===== src/rtl/btn_pkg.sv =====
// Shared board constants and debounce FSM state type for the EGO1 push-button input stages.
package btn_pkg;

  typedef enum logic [1:0] {
    IDLE         = 2'b00,
    PRESS_WAIT   = 2'b01,
    PRESSED      = 2'b10,
    RELEASE_WAIT = 2'b11
  } btn_state_t;

  localparam int unsigned CLK_HZ      = 100_000_000;
  localparam int unsigned DEBOUNCE_MS = 20;

  // Default debounce window in clocks (20 ms at the 100 MHz board clock).
  localparam int unsigned DEFAULT_DEBOUNCE_CYCLES = (CLK_HZ / 1000) * DEBOUNCE_MS;

endpackage


===== src/rtl/btn_debounce_pulse_sync_2ff.sv =====
// sync_2ff: single-bit two-flop synchroniser with synchronous active-low reset to 0.
// Shared by the board's input conditioning stages.
module sync_2ff (
  input  logic clk,
  input  logic rst_n,
  input  logic d,
  output logic q
);

  logic meta;

  // Two back-to-back flops resolve metastability on the asynchronous input.
  always_ff @(posedge clk) begin
    if (!rst_n) begin
      meta <= 1'b0;
      q    <= 1'b0;
    end else begin
      meta <= d;
      q    <= meta;
    end
  end

endmodule


===== src/rtl/btn_debounce_pulse.sv =====
// btn_debounce_pulse: synchronises and debounces the S1 push-button, producing a clean
// registered level plus one-clock press/release strobes.
// Optional auto-repeat of press_pulse while held: define BTN_DEBOUNCE_PULSE_AUTOREPEAT_EN.
module btn_debounce_pulse
  import btn_pkg::*;
#(
  parameter int unsigned DEBOUNCE_CYCLES = DEFAULT_DEBOUNCE_CYCLES,
  parameter int unsigned REPEAT_DELAY    = 50_000_000,
  parameter int unsigned REPEAT_PERIOD   = 10_000_000
) (
  input  logic clk,
  input  logic rst_n,
  input  logic btn_1,
  output logic btn_level,
  output logic press_pulse,
  output logic release_pulse
);

  localparam int unsigned     CNT_W    = $clog2(DEBOUNCE_CYCLES + 1);
  localparam logic [CNT_W-1:0] CNT_LAST = CNT_W'(DEBOUNCE_CYCLES - 1);
  localparam logic [CNT_W-1:0] CNT_MAX  = CNT_W'(DEBOUNCE_CYCLES);

  // Reject degenerate configurations at elaboration time.
  if (DEBOUNCE_CYCLES < 1 || REPEAT_DELAY < 1 || REPEAT_PERIOD < 1) begin : g_bad_cfg
    $error("btn_debounce_pulse: DEBOUNCE_CYCLES, REPEAT_DELAY and REPEAT_PERIOD must be >= 1");
  end

  logic             s;
  btn_state_t       state;
  logic [CNT_W-1:0] cnt;

`ifdef BTN_DEBOUNCE_PULSE_AUTOREPEAT_EN
  localparam int unsigned      RPT_MAX    = (REPEAT_DELAY > REPEAT_PERIOD) ? REPEAT_DELAY
                                                                           : REPEAT_PERIOD;
  localparam int unsigned      RPT_W      = $clog2(RPT_MAX + 1);
  localparam logic [RPT_W-1:0] RPT_DELAY  = RPT_W'(REPEAT_DELAY - 1);
  localparam logic [RPT_W-1:0] RPT_PERIOD = RPT_W'(REPEAT_PERIOD - 1);

  logic [RPT_W-1:0] rpt_cnt;
  // Set once the first (delayed) repeat has fired; later repeats use the shorter period.
  logic             rpt_armed;
`endif

  sync_2ff u_sync (
    .clk   (clk),
    .rst_n (rst_n),
    .d     (btn_1),
    .q     (s)
  );

  // Debounce FSM: counter, level and strobes all registered together.
  always_ff @(posedge clk) begin
    if (!rst_n) begin
      state         <= IDLE;
      cnt           <= '0;
      btn_level     <= 1'b0;
      press_pulse   <= 1'b0;
      release_pulse <= 1'b0;
`ifdef BTN_DEBOUNCE_PULSE_AUTOREPEAT_EN
      rpt_cnt       <= '0;
      rpt_armed     <= 1'b0;
`endif
    end else begin
      press_pulse   <= 1'b0;
      release_pulse <= 1'b0;
      case (state)
        IDLE: begin
          if (s) begin
            state <= PRESS_WAIT;
            cnt   <= '0;
          end
        end

        PRESS_WAIT: begin
          if (!s) begin
            state <= IDLE;
            cnt   <= '0;
          end else if (cnt == CNT_LAST) begin
            state       <= PRESSED;
            cnt         <= '0;
            btn_level   <= 1'b1;
            press_pulse <= 1'b1;
`ifdef BTN_DEBOUNCE_PULSE_AUTOREPEAT_EN
            rpt_cnt     <= '0;
            rpt_armed   <= 1'b0;
`endif
          end else if (cnt != CNT_MAX) begin
            cnt <= cnt + CNT_W'(1);
          end
        end

        PRESSED: begin
          if (!s) begin
            state <= RELEASE_WAIT;
            cnt   <= '0;
`ifdef BTN_DEBOUNCE_PULSE_AUTOREPEAT_EN
            rpt_cnt   <= '0;
            rpt_armed <= 1'b0;
`endif
          end else begin
`ifdef BTN_DEBOUNCE_PULSE_AUTOREPEAT_EN
            if (rpt_armed ? (rpt_cnt == RPT_PERIOD) : (rpt_cnt == RPT_DELAY)) begin
              press_pulse <= 1'b1;
              rpt_cnt     <= '0;
              rpt_armed   <= 1'b1;
            end else begin
              rpt_cnt <= rpt_cnt + RPT_W'(1);
            end
`endif
          end
        end

        RELEASE_WAIT: begin
          if (s) begin
            // Bounce back to pressed: repeat timing restarts from the full delay.
            state <= PRESSED;
            cnt   <= '0;
`ifdef BTN_DEBOUNCE_PULSE_AUTOREPEAT_EN
            rpt_cnt   <= '0;
            rpt_armed <= 1'b0;
`endif
          end else if (cnt == CNT_LAST) begin
            state         <= IDLE;
            cnt           <= '0;
            btn_level     <= 1'b0;
            release_pulse <= 1'b1;
          end else if (cnt != CNT_MAX) begin
            cnt <= cnt + CNT_W'(1);
          end
        end

        default: begin
          state <= IDLE;
          cnt   <= '0;
        end
      endcase
    end
  end

endmodule

===== config.mk =====
export PLATFORM = sky130hd
export DESIGN_NAME = btn_debounce_pulse
export DESIGN_NICKNAME = d
export VERILOG_FILES = /design/src/rtl/btn_pkg.sv /design/src/rtl/btn_debounce_pulse_sync_2ff.sv /design/src/rtl/btn_debounce_pulse.sv
export SDC_FILE = /design/constraint.sdc
export NUM_CORES = 1
export LEC_CHECK = 0
export ABC_AREA = 1
export CAP_MARGIN = 0
export CORE_UTILIZATION = 45
export CTS_CLUSTER_SIZE = 20
export DETAILED_ROUTE_END_ITERATION = 7
export PLACE_DENSITY_LB_ADDON = 0.3
export SLEW_MARGIN = 20
export SYNTH_ARGS = -nofsm -noshare
export SYNTH_HDL_FRONTEND = slang
export SYNTH_SLANG_ARGS = --single-unit

===== constraint.sdc =====
create_clock -name clk -period 4.2 [get_ports clk]
set_input_delay 0.42 -clock clk [delete_from_list [all_inputs] [get_ports clk]]
set_output_delay 0.42 -clock clk [all_outputs]
set_load 0.03 [all_outputs]

After elaboration in Yosys (flattened, before gate mapping)
Index checks and enable logic that the tools add are counted.

word-level totals
  flip-flop bits (word level) = 28
  bits of input ports = 3
  output and inout port bits = 3
  word-level logic and storage cells = 50

cells by class
  add/subtract/negate cells = 1
  eq/ne operators = 13
  multiplexer cells = 20
  bitwise operators = 2
  reduce and logical (&&, ||, !) cells = 7

operators with widths
  cell                                            number
  two-way mux 21 bit                              6
  case mux 21 bit (4 select lines)                1
  adder 21 x 1 -> 21 bit (second input constant)  1
  == test 21 bit (second input constant)          1
  != test 21 bit (second input constant)          1
  two-way mux 2 bit                               6
  != test 2 bit (second input constant)           4
  case mux 2 bit (4 select lines)                 1
  two-way mux 1 bit                               5
  AND reduction 5 bit                             1
  == test 2 bit (second input constant)           2
  != test 2 x 1 -> 1 bit (second input constant)  2
  AND reduction 4 bit                             1
  != test 3 x 2 -> 1 bit (second input constant)  1
  != test 3 bit (second input constant)           1
  AND reduction 3 bit                             1
  OR reduction 3 bit                              1
  == test 2 x 1 -> 1 bit (second input constant)  1
  zero test 2 bit                                 1
  NOT 1 bit                                       2
  case mux 1 bit (2 select lines)                 1
  AND reduction 2 bit                             1
  nonzero test 2 bit                              1

Longest topological paths before layout
  word-level depth = 5
  mapped depth = 11
  depth with buffers taken out = 11

Modules after synthesis
A second synthesis with hierarchy kept.

second synthesis, totals
  cell total of the unflattened synthesis = 281
  area total of the unflattened synthesis = 1826.8 µm²

by module, submodules not included
  module              instances  cells each  area an instance (µm²)  sequential area each (µm²)
  btn_debounce_pulse  1          275         1771.7                  520.5
  sync_2ff            1          6           55.1                    40.0

Least setup slack after synthesis
Ideal clock, no wire load.

  path kind = register to register
  start point = register cnt[0]
  end point = register cnt[5]
  library setup time = 0.132 ns
  data arrival time = 1.434 ns
  required time = 4.068 ns
  path slack = 2.634 ns
  stages on the path, launching flop included = 10
  buffers on the path = 1
  clock period less this slack = 1.566 ns
  cells stage by stage = dfxtp_1 ha_1 nand3_2 nor2_4 nand2_1 nor2_4 nor2_8 buf_6 nand3_1 a21oi_1

between the ends
  word-level cells in the longest chain between the ends = 5
  elaborated cells between the ends (all ways) = 8
  classes of those cells = 1 x add/sub; 2 x eq/ne; 5 x mux

RTL lines
  element                                                          RTL line                                             source
  start, declared                                                  btn_debounce_pulse.sv:30                             logic [CNT_W-1:0] cnt;
  start signal, assigned                                           btn_debounce_pulse.sv:88                             cnt <= cnt + CNT_W'(1);
  start signal, assigned                                           btn_debounce_pulse.sv:128                            cnt <= cnt + CNT_W'(1);
  adder 21 x 1 -> 21 bit / != test 21 bit (equally long branches)  n/a
  two-way mux 21 bit                                               btn_debounce_pulse.sv:87, btn_debounce_pulse.sv:127
  two-way mux 21 bit (*)                                           btn_debounce_pulse.sv:78                             end else if (cnt == CNT_LAST) begin
  two-way mux 21 bit, on equally long branches                     btn_debounce_pulse.sv:114, btn_debounce_pulse.sv:75
  case mux 21 bit (4 select lines) (*)                             btn_debounce_pulse.sv:66                             case (state)

Every way passes the cells marked *; elsewhere a longest branch is shown, timed or not.
A chain may end at the register's enable or synchronous reset.

==> out/results.txt <==
Synth Warn # - 0
hpwl dp - 2743 um
post-route antenna net violation count - 0
DR iter-0 viols - 157
setup tns final - 0 ns
Final Hold Fails - 0
pin count of the biggest net entering global routing - 21
synth unique cells - 27
area of the multi-input gates - 0.001017 mm2
Num Clock Sinks - 28
CTS clk-pin slew, worst paths - 0.10 ns
Pwr Density - 267.0 mW/mm2
CP bufs+invs - 1
Cells after Synth - 284
CP top delay family - buffers and inverters
DR pass1 iterations - 4
Total GRT Usage - 0.2086
synthesis-to-finish area growth - 8.168%
Worst Path Arrival - 2.00 ns
floorplan row count - 22
Post-Syn Area - 0.001762 mm2
sequential fraction of the synthesis area - 0.3182
root buf cell - clkbuf_8
Clock Tree Buf Depth - 2
crit path max-delay cell type - inv_1
htree depth - 1
port bufs - 5
max_cap viols - 0
routability cong. - 0.8747
antenna violations before repair - 0
Core Area - 0.003716 mm2
total routed wirelength - 3815 um
post-layout min period - 1.778 ns
CTS Hold Bufs - 0
RSZ-0062 raised after global routing - no
Fmax - 562.6 MHz
worst skew pair latency - 0.28 ns
Reg area - 560.5 um2
global-route wire length before repair - 6913 um
Wirelength per Cell - 11.42 um
share of cells above drive strength 1 - 0.07343
clock skew - 0.002655 ns
worst-margin pin slew - 0.6720 ns
Worst Path Max Fanout - 20
most used cell, CP - nand2_1
worst hold path type - reg -> reg
ant diodes - 0
worst vdd ir - 0.0001330 V
# resized after CTS - 0
GRT overflow - 0
Vias/cell - 5.081
Worst setup SP type - flip-flop
TritonCTS Buffers - 3
crit share post-route - 0.4232
I/O pin cnt - 6
Worst Path Required - 4.42 ns
status - completed
max_slew headroom - 0.5515
TritonCTS clock tree - built
crit-path max cell delay - 0.53 ns
vias in the first global route - 1548
count of final max-slew check failures - 0
Fin Hold WS - 0.4232 ns
syn avg cell area - 6.203 um2
Die Footprint - 0.004169 mm2
die width - 64.57 um
WS Path Type - reg -> reg
# DRC - 0
Synth Net Count - 289
P_leak - 0.7042 nW
die height - 64.57 um
FILL cells - 406
via count - 1697
post-CTS setup buffer count - 0
Layout Nets - 292
Synth Register Bits - 28
critical-path cell list - xnor2_1 > nand2_1 > inv_1 > nand2_1 > nand2_1 > nand2_1 > nor2_1
endpoints failing setup - 0
Initial Util - 0.4741
Worst setup EP type - flip-flop
[synth_stat cells (all sizes together)]
| master | count | area [um2] |
|---|---|---|
| a21oi | 18 | 93.84 |
| and3 | 2 | 12.51 |
| buf | 4 | 26.27 |
| clkbuf | 3 | 11.26 |
| dfxtp | 28 | 560.5 |
| ha | 2 | 25.02 |
| inv | 39 | 146.4 |
| nand2 | 94 | 352.8 |
| nand3 | 34 | 190.2 |
| nand3b | 1 | 7.510 |
| nand4 | 5 | 31.28 |
| nor2 | 34 | 183.9 |
| nor3 | 5 | 25.02 |
| o21a | 1 | 7.510 |
| o21ai | 9 | 48.80 |
| o21bai | 2 | 15.01 |
| o22ai | 1 | 6.260 |
| xnor2 | 1 | 8.760 |
| xor2 | 1 | 8.760 |
[worst min-delay path, stage by stage, from the launching register on]
cell and delay (ns):
dfxtp_1 0.31, nand2_1 0.05, inv_1 0.03
[per-layer routing]
metal	up-vias	GRT usage	wire length, um
li1	905	-	-
met1	760	0.2760	1872
met2	25	0.3500	1801
met3	7	0.02641	87
met4	0	0.06667	53
met5	-	0	0
[path summary, 6_finish.rpt]
path                    start  cells past startpoint  endpoint  slack (ns)
setup / recovery    flip-flop                      7   cnt[17]        2.42
hold / removal    u_sync.meta                      2  u_sync.q        0.42
hold reg to reg   u_sync.meta                      2  u_sync.q        0.42
setup reg to reg    flip-flop                      7   cnt[17]        2.42
[cell type report]
class	instances	share of cell area
clock inverters	1	0.01576
clock buffers	3	0.02167
multi-input cells	210	0.5338
flip-flops and latches	28	0.2942
inverters	39	0.07682
repair buffers	5	0.02626
well taps	48	0.03152
[where the power goes]
group | total, mW | switching [mW] | internal (mW)
Sequential | 0.269 | 0.00171 | 0.267
Clock | 0.219 | 0.0913 | 0.128
Combinational | 0.0210 | 0.0159 | 0.00504
[stage by stage]
stage,cells,setup slack [ns],instance area [um2],util,power [mW]
finish,334,2.422,1906,0.5128,0.5088
CTS,334,2.407,1906,0.5128,0.5156
floorplan,284,2.634,1762,-,0.2907
global placement,330,2.167,1834,0.4936,0.2959
global route,334,2.204,1906,0.5128,0.5264
detailed placement,330,2.134,1834,0.4936,0.2959
[logic make-up after synthesis]
kind of cell,after synthesis,share of synthesized area
xor+xnor,2,0.009945
compound gates,31,0.09730
fa+ha+maj,2,0.01420
simple gates,175,0.4560
buf+inv,46,0.1044
flops,28,0.3182
[sequential cells by signal (all words and copies together), names as in the netlist, named ones only]
| register | count |
|---|---|
| cnt | 21 |
| press_pulse | 1 |
| btn_level | 1 |
| u_sync.q | 1 |
| release_pulse | 1 |
| state | 1 |
| u_sync.meta | 1 |
[layout by cell type (no fill, tap or decap), types with 2 or more instances in the layout]
master           count
a21oi_1             17
and3_1               2
clkbuf_8             3
clkdlybuf4s50_1      5
dfxtp_1             28
ha_1                 2
inv_1               37
inv_2                2
nand2_1             94
nand3_1             30
nand3_2              4
nand4_1              5
nor2_1              25
nor2_2               4
nor2_4               4
nor3_1               5
o21ai_0              8
o21bai_1             2
No activity file was read; power rests on OpenSTA's default activity.
